$ cat config.mk
export PLATFORM = sky130hd
export DESIGN_NAME = raster_setup_sched
export DESIGN_NICKNAME = d
export VERILOG_FILES = /design/src/rtl/raster_pkg.sv /design/src/rtl/edge_setup_mac.sv /design/src/rtl/raster_setup_sched.sv
export SDC_FILE = /design/constraint.sdc
export NUM_CORES = 2
export LEC_CHECK = 0
export CAP_MARGIN = 20
export CORE_ASPECT_RATIO = 0.9
export CORE_MARGIN = 2
export CORE_UTILIZATION = 30
export CTS_BUF_LIST = sky130_fd_sc_hd__clkbuf_8
export CTS_CLUSTER_DIAMETER = 80
export DETAILED_ROUTE_END_ITERATION = 12
export GPL_ROUTABILITY_DRIVEN = 0
export PLACE_DENSITY = 0.45
export SLEW_MARGIN = 30
export SYNTH_ARGS = -nofsm -noshare
export SYNTH_HDL_FRONTEND = slang
export SYNTH_SLANG_ARGS = --single-unit
$ cat constraint.sdc
create_clock -name clk -period 20.8 [get_ports clk]
set_input_delay 4.16 -clock clk [delete_from_list [all_inputs] [get_ports clk]]
set_output_delay 4.16 -clock clk [all_outputs]
set_load 0.01 [all_outputs]
$ cat src/rtl/raster_pkg.sv
// Shared constants, types and the edge vertex table for the raster setup scheduler.
package raster_pkg;

  localparam int unsigned COORD_W   = 11;
  localparam int unsigned EDGE_W    = 20;
  localparam int unsigned BAR_W     = 22;
  localparam int unsigned V_ACTIVE  = 480;
  localparam int unsigned V_TOTAL   = 525;
  localparam int unsigned H_LAST    = 799;
  localparam int unsigned N_EDGES   = 6;
  localparam int unsigned MAC_STEPS = 12;

  typedef enum logic [1:0] {StIdle, StSetup, StLoad} state_e;

  // Edges 0..2 belong to t1, 3..5 to t2; entry i holds vertex a / b of edge i.
  localparam logic [N_EDGES-1:0][1:0] EDGE_VA = {2'd3, 2'd2, 2'd0, 2'd2, 2'd1, 2'd0};
  localparam logic [N_EDGES-1:0][1:0] EDGE_VB = {2'd0, 2'd3, 2'd2, 2'd0, 2'd2, 2'd1};

  // Bar index order: 0 bar_iy, 1 bar_iz, 2 bar2_iy, 3 bar2_iz.
  typedef struct packed {
    logic [3:0][COORD_W-1:0] vx;
    logic [3:0][COORD_W-1:0] vy;
    logic [3:0][BAR_W-1:0]   bar_init;
    logic [3:0][BAR_W-1:0]   bar_dy;
    logic [3:0][BAR_W-1:0]   bar_dx;
  } param_set_t;

  function automatic logic [COORD_W:0] sext_c(input logic [COORD_W-1:0] v);
    return {v[COORD_W-1], v};
  endfunction

endpackage

$ cat src/rtl/edge_setup_mac.sv
// Shared-multiplier accumulator computing the six line-0 edge values over 12 cycles.
module edge_setup_mac
  import raster_pkg::*;
(
  input  logic                             clk,
  input  logic                             rst_n,
  input  logic                             start,
  input  logic [3:0][COORD_W-1:0]          vx,
  input  logic [3:0][COORD_W-1:0]          vy,
  output logic                             done,
  output logic [N_EDGES-1:0][EDGE_W-1:0]   e_line0
);

  localparam int unsigned ACC_W  = EDGE_W + 4;
  localparam int unsigned PROD_W = 2 * COORD_W + 1;

  logic              busy_q;
  logic [3:0]        k_q;
  logic [2:0]        edge_idx;
  logic [1:0]        va, vb;
  logic [COORD_W:0]  op_diff;
  logic [COORD_W-1:0] op_coord;
  logic [PROD_W-1:0] prod;
  logic [ACC_W-1:0]  acc_q, sum;

  always_comb begin
    edge_idx = k_q[3:1];
    va       = EDGE_VA[edge_idx];
    vb       = EDGE_VB[edge_idx];
    // Even k: -xa*(yb-ya) as xa*(ya-yb); odd k: ya*(xb-xa).
    if (!k_q[0]) begin
      op_diff  = sext_c(vy[va]) - sext_c(vy[vb]);
      op_coord = vx[va];
    end else begin
      op_diff  = sext_c(vx[vb]) - sext_c(vx[va]);
      op_coord = vy[va];
    end
    prod = {{(PROD_W-COORD_W-1){op_diff[COORD_W]}}, op_diff}
         * {{(PROD_W-COORD_W){op_coord[COORD_W-1]}}, op_coord};
    sum  = (k_q[0] ? acc_q : '0) + {{(ACC_W-PROD_W){prod[PROD_W-1]}}, prod};
    done = busy_q && (k_q == 4'(MAC_STEPS - 1));
  end

  always_ff @(posedge clk or negedge rst_n) begin
    if (!rst_n) begin
      busy_q  <= 1'b0;
      k_q     <= '0;
      acc_q   <= '0;
      e_line0 <= '0;
    end else if (start) begin
      busy_q <= 1'b1;
      k_q    <= '0;
    end else if (busy_q) begin
      acc_q <= sum;
      if (k_q[0]) e_line0[edge_idx] <= sum[EDGE_W-1:0];
      if (done) begin
        busy_q <= 1'b0;
        k_q    <= '0;
      end else begin
        k_q <= k_q + 4'd1;
      end
    end
  end

endmodule

$ cat src/rtl/raster_setup_sched.sv
// Frame/line scheduler: shadow-buffers VS parameters, sets up line-0 edges, steps per line.
module raster_setup_sched
  import raster_pkg::*;
(
  input  logic               clk,
  input  logic               rst_n,
  input  logic [9:0]         x,
  input  logic [9:0]         y,
  input  logic               param_valid,
  output logic               param_ready,
  input  logic [COORD_W-1:0] vx0, vx1, vx2, vx3,
  input  logic [COORD_W-1:0] vy0, vy1, vy2, vy3,
  input  logic [BAR_W-1:0]   bar_iy_in, bar_iz_in, bar2_iy_in, bar2_iz_in,
  input  logic [BAR_W-1:0]   bar_iy_dy, bar_iz_dy, bar2_iy_dy, bar2_iz_dy,
  input  logic [BAR_W-1:0]   bar_iy_dx, bar_iz_dx, bar2_iy_dx, bar2_iz_dx,
  output logic [EDGE_W-1:0]  y_screen_v0, y_screen_v1, y_screen_v2, y_screen_v3,
  output logic [EDGE_W-1:0]  e0_init_t1, e1_init_t1, e2_init_t1,
  output logic [EDGE_W-1:0]  e0_init_t2, e1_init_t2, e2_init_t2,
  output logic [BAR_W-1:0]   bar_iy, bar_iz, bar2_iy, bar2_iz,
  output logic [BAR_W-1:0]   bar_iy_dx_o, bar_iz_dx_o, bar2_iy_dx_o, bar2_iz_dx_o,
  output logic               frame_commit
);

  state_e                          state_q, state_d;
  param_set_t                      shadow_q, active_q, vs_in;
  logic                            shadow_full_q, frame_commit_q;
  logic [N_EDGES-1:0][EDGE_W-1:0]  e_q, e_line0, step;
  logic [N_EDGES-1:0][COORD_W:0]   diff;
  logic [3:0][BAR_W-1:0]           bar_q;
  logic                            commit, line_step, mac_start, mac_done;

  assign commit    = (x == 10'd0) && (y == 10'(V_ACTIVE));
  assign line_step = (state_q == StIdle) && (x == 10'd0) && (y < 10'(V_ACTIVE - 1)) && !commit;

  always_comb begin
    vs_in.vx       = {vx3, vx2, vx1, vx0};
    vs_in.vy       = {vy3, vy2, vy1, vy0};
    vs_in.bar_init = {bar2_iz_in, bar2_iy_in, bar_iz_in, bar_iy_in};
    vs_in.bar_dy   = {bar2_iz_dy, bar2_iy_dy, bar_iz_dy, bar_iy_dy};
    vs_in.bar_dx   = {bar2_iz_dx, bar2_iy_dx, bar_iz_dx, bar_iy_dx};
  end

  // Per-line edge step is xa - xb of the active set.
  always_comb begin
    for (int i = 0; i < N_EDGES; i++) begin
      diff[i] = sext_c(active_q.vx[EDGE_VA[i]]) - sext_c(active_q.vx[EDGE_VB[i]]);
      step[i] = {{(EDGE_W-COORD_W-1){diff[i][COORD_W]}}, diff[i]};
    end
  end

  always_comb begin
    state_d   = state_q;
    mac_start = 1'b0;
    if (commit) begin
      state_d   = StSetup;
      mac_start = 1'b1;
    end else begin
      unique case (state_q)
        StIdle:  state_d = StIdle;
        StSetup: if (mac_done) state_d = StLoad;
        StLoad:  state_d = StIdle;
        default: state_d = StIdle;
      endcase
    end
  end

  edge_setup_mac u_mac (
    .clk     (clk),
    .rst_n   (rst_n),
    .start   (mac_start),
    .vx      (active_q.vx),
    .vy      (active_q.vy),
    .done    (mac_done),
    .e_line0 (e_line0)
  );

  always_ff @(posedge clk or negedge rst_n) begin
    if (!rst_n) begin
      state_q        <= StIdle;
      shadow_q       <= '0;
      active_q       <= '0;
      shadow_full_q  <= 1'b0;
      frame_commit_q <= 1'b0;
      e_q            <= '0;
      bar_q          <= '0;
    end else begin
      state_q        <= state_d;
      frame_commit_q <= commit && shadow_full_q;
      if (commit && shadow_full_q) begin
        active_q      <= shadow_q;
        shadow_full_q <= 1'b0;
      end else if (param_valid && !shadow_full_q) begin
        shadow_q      <= vs_in;
        shadow_full_q <= 1'b1;
      end
      if (state_q == StLoad) begin
        e_q   <= e_line0;
        bar_q <= active_q.bar_init;
      end else if (line_step) begin
        for (int i = 0; i < N_EDGES; i++) e_q[i] <= e_q[i] + step[i];
        for (int j = 0; j < 4; j++) bar_q[j] <= bar_q[j] + active_q.bar_dy[j];
      end
    end
  end

  assign param_ready  = !shadow_full_q;
  assign frame_commit = frame_commit_q;

  assign y_screen_v0 = {{(EDGE_W-COORD_W){active_q.vy[0][COORD_W-1]}}, active_q.vy[0]};
  assign y_screen_v1 = {{(EDGE_W-COORD_W){active_q.vy[1][COORD_W-1]}}, active_q.vy[1]};
  assign y_screen_v2 = {{(EDGE_W-COORD_W){active_q.vy[2][COORD_W-1]}}, active_q.vy[2]};
  assign y_screen_v3 = {{(EDGE_W-COORD_W){active_q.vy[3][COORD_W-1]}}, active_q.vy[3]};

  assign e0_init_t1 = e_q[0];
  assign e1_init_t1 = e_q[1];
  assign e2_init_t1 = e_q[2];
  assign e0_init_t2 = e_q[3];
  assign e1_init_t2 = e_q[4];
  assign e2_init_t2 = e_q[5];

  assign bar_iy  = bar_q[0];
  assign bar_iz  = bar_q[1];
  assign bar2_iy = bar_q[2];
  assign bar2_iz = bar_q[3];

  assign bar_iy_dx_o  = active_q.bar_dx[0];
  assign bar_iz_dx_o  = active_q.bar_dx[1];
  assign bar2_iy_dx_o = active_q.bar_dx[2];
  assign bar2_iz_dx_o = active_q.bar_dx[3];

endmodule

=== Word level (Yosys, flattened, before mapping) ===
Memories as Yosys holds them, arrays and structs flattened.
Index checks and enable logic that the tools add are counted.

* Register bits after elaboration: 1,065
* Bits in read-only memories: 32
* Output and inout port bits: 378
* Word-level logic and storage cells: 147
* Memories: 2

* Add/sub/neg operators: 20
* $mul: 1
* Order comparisons: 5
* Equality and inequality tests: 5
* Mux-type cells: 32
* Bitwise logic cells: 2
* Reduce and logical (&&, ||, !) cells: 18

{| class="wikitable"
|+ Memories
! memory !! words !! bits a word !! read ports !! clocked after Yosys merged registers in !! wr ports !! RTL line !! source
|-
| (no name shown) || 8 || 2 || 1 || 0 || 0 || edge_setup_mac.sv:28 || <nowiki>va = EDGE_VA[edge_idx];</nowiki>
|-
| (no name shown) || 8 || 2 || 1 || 0 || 0 || edge_setup_mac.sv:29 || <nowiki>vb = EDGE_VB[edge_idx];</nowiki>
|}

{| class="wikitable"
|+ Operator list
! cell !! count
|-
| 120-bit two-way mux || 2
|-
| 88-bit two-way mux || 2
|-
| 20-bit adder || 6
|-
| 120-bit bitwise mux || 1
|-
| 11-bit by 11-bit subtractor with 12-bit output || 8
|-
| 22-bit adder || 4
|-
| 11-bit binary-select mux with 2-bit select || 4
|-
| 20-bit demux with 3-bit select || 1
|-
| 11-bit two-way mux || 5
|-
| 24-bit adder || 1
|-
| 24-bit two-way mux || 1
|-
| 12-bit by 11-bit multiplier with 23-bit output || 1
|-
| 20-bit two-way mux || 1
|-
| 12-bit two-way mux || 1
|-
| 4-bit two-way mux || 3
|-
| 10-bit by 9-bit == test with 1-bit output, second input constant || 1
|-
| 10-bit zero test || 1
|-
| 10-bit by 9-bit less-than comparator with 1-bit output, second input constant || 1
|-
| 2-bit two-way mux || 5
|-
| 1-bit logical AND || 8
|-
| 2-bit by 3-bit less-than comparator with 1-bit output, second input constant || 2
|-
| 1-bit two-way mux || 6
|-
| 2-bit nonzero test || 3
|-
| 4-bit by 1-bit adder with 4-bit output, second input constant || 1
|-
| other kinds (11) || 14
|}

=== Depth between registers and ports, before layout ===
* Word-level depth: 9
* Gate-level depth with buffers: 44

=== Cells and area by module ===
From an unflattened synthesis, not the netlist that was laid out.

* Cell total of the unflattened synthesis: 6,165
* Area total of the unflattened synthesis: 60,484.3 sq um

{| class="wikitable"
|+ By module, submodules not included
! module !! instances !! cells each !! area an instance (sq um) !! seq. area each (sq um)
|-
| raster_setup_sched || 1 || 4,759 || 47,391.7 || 22,922.0
|-
| edge_setup_mac || 1 || 1,406 || 13,092.6 || 3,628.5
|}

=== Least setup slack after synthesis ===
OpenSTA, ideal clock, no wires.

* Path kind: register to register
* From: register u_mac.k_q[3]
* To: register u_mac.acc_q[19]
* Arrival: 9,146 ps
* Required time: 20,669 ps
* Setup slack: 11,523 ps
* Cell stages (with the launch flop): 42
* Path buffers: 3
* Clock period less this slack: 9,277 ps
* Path through: dfrtp_1 buf_4 clkbuf_1 xor2_1 mux4_2 inv_1 ha_1 a21oi_1 o21ai_0 nand3_1 o211ai_1 and2_1 nor2_1 xor2_1 a21oi_1 clkbuf_1 nand2_1 fa_1 [6 not listed] inv_1 ha_1 a21oi_1 o21bai_1 a21oi_1 o21bai_1 a2111o_1 nand2_1 xnor2_1 ha_1 nand2_1 nor2_1 a21oi_1 o311a_1 o21bai_1 a21oi_1 xnor2_2 o21ai_1

* Word-level cells in the longest chain between the ends: 8

{| class="wikitable"
|+ RTL lines
! what !! RTL line !! source
|-
| start: declaration || edge_setup_mac.sv:18 || <nowiki>logic [3:0] k_q;</nowiki>
|-
| start signal: assignment || edge_setup_mac.sv:60 || <nowiki>k_q <= k_q + 4'd1;</nowiki>
|-
| memory 8 x 2 bit, on equally long branches || -- ||
|-
| 2-bit two-way mux, on equally long branches || edge_setup_mac.sv:28, edge_setup_mac.sv:29 ||
|-
| 11-bit binary-select mux with 2-bit select, on equally long branches || -- ||
|-
| 11-bit two-way mux, on equally long branches || -- ||
|-
| 11-bit by 11-bit subtractor with 12-bit output, on equally long branches || edge_setup_mac.sv:32, edge_setup_mac.sv:35 ||
|-
| 12-bit two-way mux || edge_setup_mac.sv:31 || <nowiki>if (!k_q[0]) begin</nowiki>
|-
| 12-bit by 11-bit multiplier with 23-bit output * || edge_setup_mac.sv:39 || <nowiki>* {{(PROD_W-COORD_W){op_coord[COORD_W-1]}}, op_coord};</nowiki>
|-
| 24-bit adder * || edge_setup_mac.sv:40 || <nowiki>sum = (k_q[0] ? acc_q : '0) + {{(ACC_W-PROD_W){prod[PROD_W-1]}}, prod};</nowiki>
|-
| end signal: assignment || edge_setup_mac.sv:54 || <nowiki>acc_q <= sum;</nowiki>
|-
| end: declaration || edge_setup_mac.sv:24 || <nowiki>logic [ACC_W-1:0] acc_q, sum;</nowiki>
|}

Every way passes the cells marked *; elsewhere a longest branch is shown, timed or not. The select of a mux whose other input is x is not followed.
A chain may end at the register's enable or synchronous reset.

=== Worst setup path in the final report ===
* From: register u_mac.k_q[1]
* To: register u_mac.acc_q[19]

Same word-level chain as after synthesis.

==> flow_metrics.env <==
export IMPL_antenna_found_initial=41
export IMPL_worstPathMaxFanout=24
export IMPL_drive_gt1_frac=0.120
export IMPL_reg2reg_depth=36
export IMPL_finalInstanceArea_um2=73700
export IMPL_port_buffers=752
export IMPL_clk_pin_slew_worst_paths_ns=0.06
export IMPL_status="finished, final reports clean"
export IMPL_first_pass_iters=7
export IMPL_synth_top_cell_area_share=0.442
export IMPL_core_um2=199000
export IMPL_grt_usage=0.208
export IMPL_slowest_stage="a21oi_1"
export IMPL_clock_root_buffer="clkbuf_8"
export IMPL_post_cts_setup_buffers=0
export IMPL_dp_cells=9145
export IMPL_seq_area_um2=26600
export IMPL_syn_instance_count=6087
export IMPL_avgSynthCellArea_um2=9.87
export IMPL_ys_seq_area_frac=0.442
export IMPL_intPower_mw=3.42
export IMPL_switching_share=0.249
export IMPL_synth_edf_count=0
export IMPL_synth_cell_types=79
export IMPL_tns_ns=0
export IMPL_holdCritPathClass="flip-flop to flip-flop"
export IMPL_drv_slew=0
export IMPL_fillerInstances=20200
export IMPL_viasPerCell=4.88
export IMPL_cp_num_buf_inv=4
export IMPL_finalNetCount=7535
export IMPL_hold_viol=0
export IMPL_muxShareOfSynthArea=0.0874
export IMPL_wirelength_um=214000
export IMPL_cp_slowest_stage_delay_ns=0.76
export IMPL_cts_buffers=199
export IMPL_boundaryPins=753
export IMPL_start_kind="flip-flop"
export IMPL_period_minus_slack_ns=10.75
export IMPL_yosys_area_share_simple=0.135
export IMPL_grt_pass1_vias=47400
export IMPL_synth_top_cells_by_area="dfrtp_1, nand2_1, ha_1"
export IMPL_finalSetupViolCount=0
export IMPL_async_flop_share=1.00
export IMPL_power_frac_seq=0.481
export IMPL_rows=155
export IMPL_drtIter0Drc=2945
export IMPL_cp_top_family="adder cells"
export IMPL_synth_area_um2=60100
export IMPL_worst_pin_slew_ns=1.31
export IMPL_holdPathStages=2
export IMPL_drcViolationCount=0
export IMPL_combPwrFrac=0.046
export IMPL_synthAdderAreaFrac=0.116
export IMPL_yosys_warnings=0
export IMPL_ctsResizeCount=0
export IMPL_dp_hpwl_um=157000
export IMPL_synth_seq_cells=1061
export IMPL_timing_fmax_ghz=0.0930
export IMPL_die_w_um=476
export IMPL_timing_slew_headroom=0.122
export IMPL_synth_top_family_by_area="simple AND/OR/NAND/NOR gates"
export IMPL_required_ns=21.59
export IMPL_finClkSkew_ns=0.0896
export IMPL_syn_to_final_growth_pct=22.7
export IMPL_synth_compound_gate_area_share=0.123
export IMPL_via_count=46400
export IMPL_critPathKind="flip-flop to flip-flop"
export IMPL_power_switching_mw=1.13
export IMPL_fin_crit_sh=0.517
export IMPL_clockBufferDepth=3
export IMPL_synth_main_ff_cell="dfrtp_1"
export IMPL_placed_cell_area_um2=69400
export IMPL_rsz0062_at_grt="false"
export IMPL_hold_buffers=0
export IMPL_start_util=0.303
export IMPL_cap_viol_max_count=0
export IMPL_endpoint_kind="flip-flop"
export IMPL_synth_top_area_cell="dfrtp_1"
export IMPL_cellLeakagePower_nw=35.1
export IMPL_stdcell_count=9519
export IMPL_grt_max_degree=184
export IMPL_crit_cells=36
export IMPL_power_density_nw_per_um2=61.7
export IMPL_clkPwrFrac=0.473
export IMPL_cts_tree="done"
export IMPL_die_h_um=429
export IMPL_grt_pass1_wl_um=317000
export IMPL_wl_per_cell_um=22.5
export IMPL_synth_fp_nets=6942
export IMPL_clock_latency_ns=1.02
export IMPL_gr_total_overflow=0
export IMPL_peakVddDrop_v=0.0000626
export IMPL_worstPathArrival_ns=11.55
export IMPL_htreeDepth=4
export IMPL_ant_nets=0
export IMPL_die_area_um2=204000
export IMPL_multiInputGateArea_um2=30200
export IMPL_power_total_mw=4.55
export IMPL_cts_sinks=1061
export IMPL_synth_xor_area_share=0.0383
## power by group through the flow
stage | clock network [mW] | registers, mW | logic [mW]
floorplan | 0 | 2.21 | 0.0756
global placement | 0 | 2.22 | 0.209
detailed placement | 0 | 2.23 | 0.213
CTS | 2.22 | 2.19 | 0.213
global route | 2.31 | 2.20 | 0.229
finish | 2.15 | 2.19 | 0.209
## cells in the mapped netlist (145+ instances only)
| cell | instances |
|---|---|
| a21oi_1 | 208 |
| a22oi_1 | 154 |
| buf_4 | 178 |
| clkbuf_1 | 210 |
| dfrtp_1 | 1061 |
| ha_1 | 352 |
| inv_1 | 324 |
| mux2_2 | 373 |
| nand2_1 | 1357 |
| nor2_1 | 214 |
| o21ai_0 | 425 |
| xnor2_1 | 145 |
## cell usage in the layout, fill, tap and decap left out, types with 128 or more instances in the layout
cell	n
a22oi_1	154
clkbuf_8	247
inv_1	395
nand2_1	1356
a21oi_1	206
mux2_2	373
o21ai_0	418
ha_1	352
fa_1	128
nor2_1	211
xnor2_1	137
clkdlybuf4s50_1	751
dfrtp_1	1060
## metrics by stage
step	hold WS, ns	utilization	setup slack [ns]
after CTS	0.431	0.370	9.57
after detailed placement	0.448	0.349	9.65
after global placement	0.441	0.349	9.79
final	0.428	0.371	10.05
after global routing	0.464	0.371	9.30
after floorplan	0.435	-	11.52
## worst min-delay path, delay by kind of cell (launching register included)
| family | cells | cell delay, ns |
|---|---|---|
| and+or+nand+nor | 2 | 0.10 |
| DFF | 1 | 0.34 |
## metal layers
layer	vias up	GRT usage	part of all wire
li1	21800	-	-
met1	23100	0.267	0.43
met4	26	0.0697	0.035
met2	1130	0.338	0.47
met5	-	0	0.00082
met3	331	0.0529	0.064
## flip-flops by register name (all words and copies together) (netlist names), 22 cells and up
name / flops
u_mac.e_line0: 120
bar2_iz: 22
bar_iz_dx_o: 22
bar2_iz_dx_o: 22
bar_iy: 22
active_q: 220
bar_iz: 22
bar2_iy_dx_o: 22
bar2_iy: 22
bar_iy_dx_o: 22
shadow_q: 352
## cells by family after synthesis
group,count (synthesis)
adder cells (fa/ha/maj),480
XOR/XNOR,258
AND/OR/NAND/NOR,1933
multiplexers,429
flip-flops,1061
buffers and inverters,749
AO/OA/AOI/OAI,1177
## layout make-up
| type | instances | share of cell area |
|---|---|---|
| clock buffers | 247 | 0.0461 |
| flip-flops and latches | 1061 | 0.360 |
| multi-input cells | 4277 | 0.410 |
| clock inverters | 113 | 0.0105 |
| well taps | 2669 | 0.0453 |
| inverters | 326 | 0.0167 |
| diodes | 11 | 0.000373 |
| repair buffers | 815 | 0.111 |
## final timing paths
kind	from	endpoint	slack, ns
max in group asynchronous	rst_n	shadow_q[81]$_DFFE_PN0P_	14.01
min in group asynchronous	rst_n	e2_init_t1[12]$_DFFE_PN0P_	3.18
min	shadow_q[73]$_DFFE_PN0P_	bar2_iz_dx_o[7]$_DFFE_PN0P_	0.43
min reg2reg	shadow_q[73]$_DFFE_PN0P_	bar2_iz_dx_o[7]$_DFFE_PN0P_	0.43
max	u_mac.k_q[1]$_DFFE_PN0P_	u_mac.acc_q[19]$_DFFE_PN0P_	10.05
max reg2reg	u_mac.k_q[1]$_DFFE_PN0P_	u_mac.acc_q[19]$_DFFE_PN0P_	10.05
Note: power is estimated with default switching activity, not from simulation.
